==> src/rtl/seven_seg_scan_mux.sv <==
// Time-multiplexed seven-segment scanner with frame-synchronous data update,
// leading-zero blanking, per-digit decimal points and anti-ghost blanking.
module seven_seg_scan_mux #(
  parameter int NUM_DIGITS   = 4,
  parameter int DIV_BITS     = 16,
  parameter int BLANK_CYCLES = 1,
  parameter int ACTIVE_LOW   = 1
) (
  input  logic                      clk,
  input  logic                      resetIN,
  input  logic [4*NUM_DIGITS-1:0]   value,
  input  logic [NUM_DIGITS-1:0]     dp,
  input  logic                      load,
  input  logic                      blank_lz,
  output logic [NUM_DIGITS-1:0]     anDisplay,
  output logic [7:0]                outDisplay,
  output logic                      frame_tick
);

  localparam int IDX_W = $clog2(NUM_DIGITS);
  localparam logic [IDX_W-1:0]      LAST_IDX  = IDX_W'(NUM_DIGITS - 1);
  localparam logic [DIV_BITS-1:0]   BLANK_LIM = DIV_BITS'(BLANK_CYCLES);
  localparam logic [NUM_DIGITS-1:0] AN_OFF    = (ACTIVE_LOW != 0) ? '1 : '0;
  localparam logic [7:0]            SEG_OFF   = (ACTIVE_LOW != 0) ? 8'hFF : 8'h00;

  function automatic logic [6:0] decode(input logic [3:0] nib);
    case (nib)
      4'h0: decode = 7'h3F;
      4'h1: decode = 7'h06;
      4'h2: decode = 7'h5B;
      4'h3: decode = 7'h4F;
      4'h4: decode = 7'h66;
      4'h5: decode = 7'h6D;
      4'h6: decode = 7'h7D;
      4'h7: decode = 7'h07;
      4'h8: decode = 7'h7F;
      4'h9: decode = 7'h6F;
      4'hA: decode = 7'h77;
      4'hB: decode = 7'h7C;
      4'hC: decode = 7'h39;
      4'hD: decode = 7'h5E;
      4'hE: decode = 7'h79;
      default: decode = 7'h71;
    endcase
  endfunction

  logic [DIV_BITS-1:0]     cnt;
  logic [IDX_W-1:0]        idx;
  logic [4*NUM_DIGITS-1:0] pending_value;
  logic [NUM_DIGITS-1:0]   pending_dp;
  logic [4*NUM_DIGITS-1:0] active_value;
  logic [NUM_DIGITS-1:0]   active_dp;
  logic                    slot_end;
  logic                    wrap;

  logic [3:0]              nib;
  logic                    cur_dp;
  logic [NUM_DIGITS-1:0]   an_hot;
  logic                    lz_run;
  logic                    suppressed;
  logic                    show;

  assign slot_end = &cnt;
  assign wrap     = slot_end && (idx == LAST_IDX);

  // Displayed data only changes on the frame wrap so a frame never tears.
  always_ff @(posedge clk) begin
    if (resetIN) begin
      cnt           <= '0;
      idx           <= '0;
      pending_value <= '0;
      pending_dp    <= '0;
      active_value  <= '0;
      active_dp     <= '0;
    end else begin
      cnt <= cnt + DIV_BITS'(1);
      if (slot_end) begin
        idx <= (idx == LAST_IDX) ? '0 : idx + IDX_W'(1);
      end
      if (load) begin
        pending_value <= value;
        pending_dp    <= dp;
      end
      if (wrap) begin
        active_value <= load ? value : pending_value;
        active_dp    <= load ? dp    : pending_dp;
      end
    end
  end

  always_comb begin
    nib        = '0;
    cur_dp     = 1'b0;
    an_hot     = '0;
    lz_run     = 1'b1;
    suppressed = 1'b0;
    for (int i = 0; i < NUM_DIGITS; i++) begin
      if (idx == IDX_W'(i)) begin
        nib       = active_value[4*i +: 4];
        cur_dp    = active_dp[i];
        an_hot[i] = 1'b1;
      end
    end
    // lz_run holds "nibbles NUM_DIGITS-1 down to i are all zero"; digit 0 is never checked.
    for (int i = NUM_DIGITS - 1; i >= 1; i--) begin
      lz_run = lz_run & (active_value[4*i +: 4] == 4'h0);
      if (idx == IDX_W'(i)) begin
        suppressed = blank_lz & lz_run;
      end
    end
  end

  assign show = (cnt >= BLANK_LIM) && !suppressed;

  always_ff @(posedge clk) begin
    if (resetIN) begin
      anDisplay  <= AN_OFF;
      outDisplay <= SEG_OFF;
      frame_tick <= 1'b0;
    end else begin
      frame_tick <= wrap;
      if (show) begin
        anDisplay  <= an_hot ^ AN_OFF;
        outDisplay <= {cur_dp, decode(nib)} ^ SEG_OFF;
      end else begin
        anDisplay  <= AN_OFF;
        outDisplay <= SEG_OFF;
      end
    end
  end

endmodule

==> config.mk <==
export PLATFORM = sky130hd
export DESIGN_NAME = seven_seg_scan_mux
export DESIGN_NICKNAME = d
export VERILOG_FILES = /design/src/rtl/seven_seg_scan_mux.sv
export SDC_FILE = /design/constraint.sdc
export NUM_CORES = 1
export LEC_CHECK = 0
export BUFFER_PORTS_ARGS = -buffer_cell sky130_fd_sc_hd__buf_2
export CELL_PAD_IN_SITES_DETAIL_PLACEMENT = 0
export CELL_PAD_IN_SITES_GLOBAL_PLACEMENT = 2
export CORE_MARGIN = 5
export CORE_UTILIZATION = 33
export CTS_CLUSTER_SIZE = 14
export DETAILED_ROUTE_END_ITERATION = 10
export MAX_ROUTING_LAYER = met4
export PLACE_DENSITY_LB_ADDON = 0.1
export SYNTH_ARGS = -nofsm -noshare
export SYNTH_HDL_FRONTEND = slang
export SYNTH_SLANG_ARGS = --single-unit
==> constraint.sdc <==
create_clock -name clk -period 2.83 [get_ports clk]
set_clock_uncertainty 0.2 [all_clocks]
set_input_delay 0.4245 -clock clk [delete_from_list [all_inputs] [get_ports clk]]
set_output_delay 0.4245 -clock clk [all_outputs]
set_load 0.02 [all_outputs]
==> results.json <==
{
  "area_delta_synth_final_pct": 16.2,
  "vias_per_cell": 4.48,
  "cts.sink_count": 71,
  "leakagePower_nw": 1.60,
  "async_flop_share": 0,
  "cts_buffers": 9,
  "fin_crit_sh": 0.913,
  "period_needed_ns": 2.58,
  "holdWs_ns": 0.162,
  "grt_pass1_vias": 2173,
  "ctsHoldBuffers": 0,
  "gp_congestion": 0.761,
  "grt_pass1_wl_mm": 11.1,
  "final_max_slew_viol_count": 0,
  "io_buffers": 36,
  "critical_path_peak_fanout": 9,
  "worst_setup_path_start_kind": "flop",
  "setup_viol": 0,
  "cts_tree": "built",
  "post_synth.cell_area_avg_sq_um": 10.2,
  "layout_commonest_cell": "dfxtp_1",
  "tightest_slew_ns": 0.605,
  "endpoint_kind": "flop",
  "max-vdd-ir-drop_mv": 0.278,
  "postRouteAntennaNets": 0,
  "chipWidth_um": 109,
  "rows": 36,
  "final_hold_viol_count": 0,
  "synth-seq-cells": 71,
  "synth_cell_types": 44,
  "worstPathRequired_ns": 2.87,
  "drt-initial-drc-count": 56,
  "cp_slowest_cell": "mux4_2",
  "postLayoutSetupSlackWorst_ns": 0.246,
  "routed_wl_mm": 6.64,
  "drive_above_1_share": 0.241,
  "cts_root_buf": "clkbuf_8",
  "start_util": 0.333,
  "syn_inst": 315,
  "cts_resized": 0,
  "num_antenna_cells": 0,
  "relSlewSlack": 0.597,
  "clk_pin_slew_ns": 0.08,
  "clk_latency_ns": 0.35,
  "path_cells": "inv_1 -> ha_1 -> nand4bb_1 -> a32oi_2 -> inv_1 -> ha_1 -> inv_1 -> mux4_2 -> nand2b_1",
  "yosysSeqAreaShare": 0.442,
  "wl_per_cell_um": 13.5,
  "dpl.hpwl_mm": 4.60,
  "die_area_sq_um": 11800,
  "core_area_sq_um": 9640,
  "synthFlopType": "dfxtp_1",
  "synth_area_sq_um": 3210,
  "post-place-ws_ns": 0.196,
  "layout.nets": 389,
  "critPathArrivalTime_ns": 2.63,
  "powerDensity_nw_per_um2": 556,
  "grt_max_degree": 32,
  "cts_max_level": 3,
  "tns_ns": 0,
  "die_y_um": 109,
  "status": "complete, no violations",
  "route.vias.total": 2196,
  "synth_edf_count": 0,
  "path_class": "flop to flop",
  "grt_overflow": 0,
  "drc": 0,
  "cap_violations": 0,
  "path_common_cell": "inv_1",
  "critPathMaxStageDelay_ns": 0.42,
  "pin_count": 37,
  "post_cts_buffers": 0,
  "grt.total_usage": 0.125,
  "antenna_found_initial": 0,
  "dp.cells": 474,
  "instances_no_fill": 490,
  "hp-class": "input pin to flop",
  "dr.pass1.iters": 4,
  "fillers": 993,
  "syn-num-nets": 352,
  "rsz0062_at_grt": "no",
  "yosysWarnings": 0,
  "layout_common_cells": "dfxtp_1 (71), nor2_1 (40), buf_2 (36), mux2i_1 (21), mux2_4 (20)",
  "clockBufferDepth": 2,
  "max_freq_ghz": 0.387,
  "fin_util": 0.387
}
report_power, final:
group / internal [mW] / switching [mW]
clock network: 0.521 / 0.388
logic: 0.0511 / 0.0727
registers: 1.03 / 0.0105
total: 1.60 / 0.471
layer usage:
layer  up-vias  track usage  share of wire
met3        10       0.0266          0.039
met4         0       0.0595          0.020
met5         -            -              0
met1       992        0.173           0.54
li1       1158            -              -
met2        36        0.172           0.40
registers in the layout, summed over array words and instances (netlist names):
signal / count
active_dp: 4
outDisplay: 8
pending_dp: 4
active_value: 16
frame_tick: 1
anDisplay: 4
pending_value: 16
idx: 2
cnt: 16
metrics by stage:
stage / instance area, sq um / power (mW)
CTS: 3720 / 2.11
global route: 3730 / 2.18
detailed placement: 3500 / 1.19
floorplan: 3210 / 1.14
finish: 3730 / 2.07
global placement: 3500 / 1.19
Yosys cell counts (2+ instances only):
library cell / instances / area (sq um)
o221ai_1: 3 / 26.3
nor2_1: 40 / 150
nor4_1: 6 / 37.5
xnor2_1: 2 / 17.5
o21ai_1: 2 / 10.0
xor2_1: 12 / 105
dfxtp_1: 71 / 1420
buf_1: 2 / 7.51
inv_1: 11 / 41.3
buf_12: 2 / 40.0
nor2b_1: 17 / 106
nand3b_1: 6 / 45.0
and4_4: 3 / 33.8
nor3b_1: 2 / 15.0
mux2_4: 20 / 300
buf_2: 2 / 10.0
nand2_1: 18 / 67.6
and3_1: 3 / 18.8
a21oi_1: 11 / 55.1
nand2b_1: 2 / 12.5
and2_1: 2 / 12.5
nand3_1: 9 / 45.0
mux2i_1: 21 / 210
a31oi_1: 2 / 12.5
nand4bb_1: 2 / 22.5
a211oi_1: 2 / 15.0
ha_1: 13 / 163
a32oi_1: 2 / 17.5
o21ai_0: 2 / 10.0
nand4_1: 2 / 12.5
clkbuf_1: 10 / 37.5
final timing paths:
check        cells after the start             to   start  slack, ns
max                              9  outDisplay[3]  idx[0]       0.25
min                              3  pending_dp[1]   dp[1]       0.16
max reg2reg                      9  outDisplay[3]  idx[0]       0.25
min reg2reg                      2         idx[1]  idx[1]       0.30
critical path, delay by kind of cell (launching register included):
kind	cells	cell delay, ns
fa+ha+maj	2	0.60
mux	1	0.42
flops	1	0.41
simple gates	2	0.38
buf+inv	3	0.25
compound gates	1	0.21
cells by family (layout without fill, tap and decap cells):
group	after synthesis	count (layout)	synth area share
compound gates	30	30	0.0623
fa+ha+maj	13	13	0.0506
flops	71	71	0.442
xor+xnor	14	14	0.0382
simple gates	116	116	0.191
buf+inv	29	71	0.0495
mux	42	42	0.166
cell type report:
cell class | instances | area, sq um | area share
Clock buffer | 11 | 141 | 0.0379
Clock inverter | 5 | 81.3 | 0.0218
Inverter | 11 | 41.3 | 0.0111
Multi-Input combinational cell | 215 | 1640 | 0.439
Sequential cell | 71 | 1420 | 0.381
Tap cell | 133 | 166 | 0.0446
Timing Repair Buffer | 44 | 240 | 0.0644
Note: power is estimated with default switching activity, not from simulation.
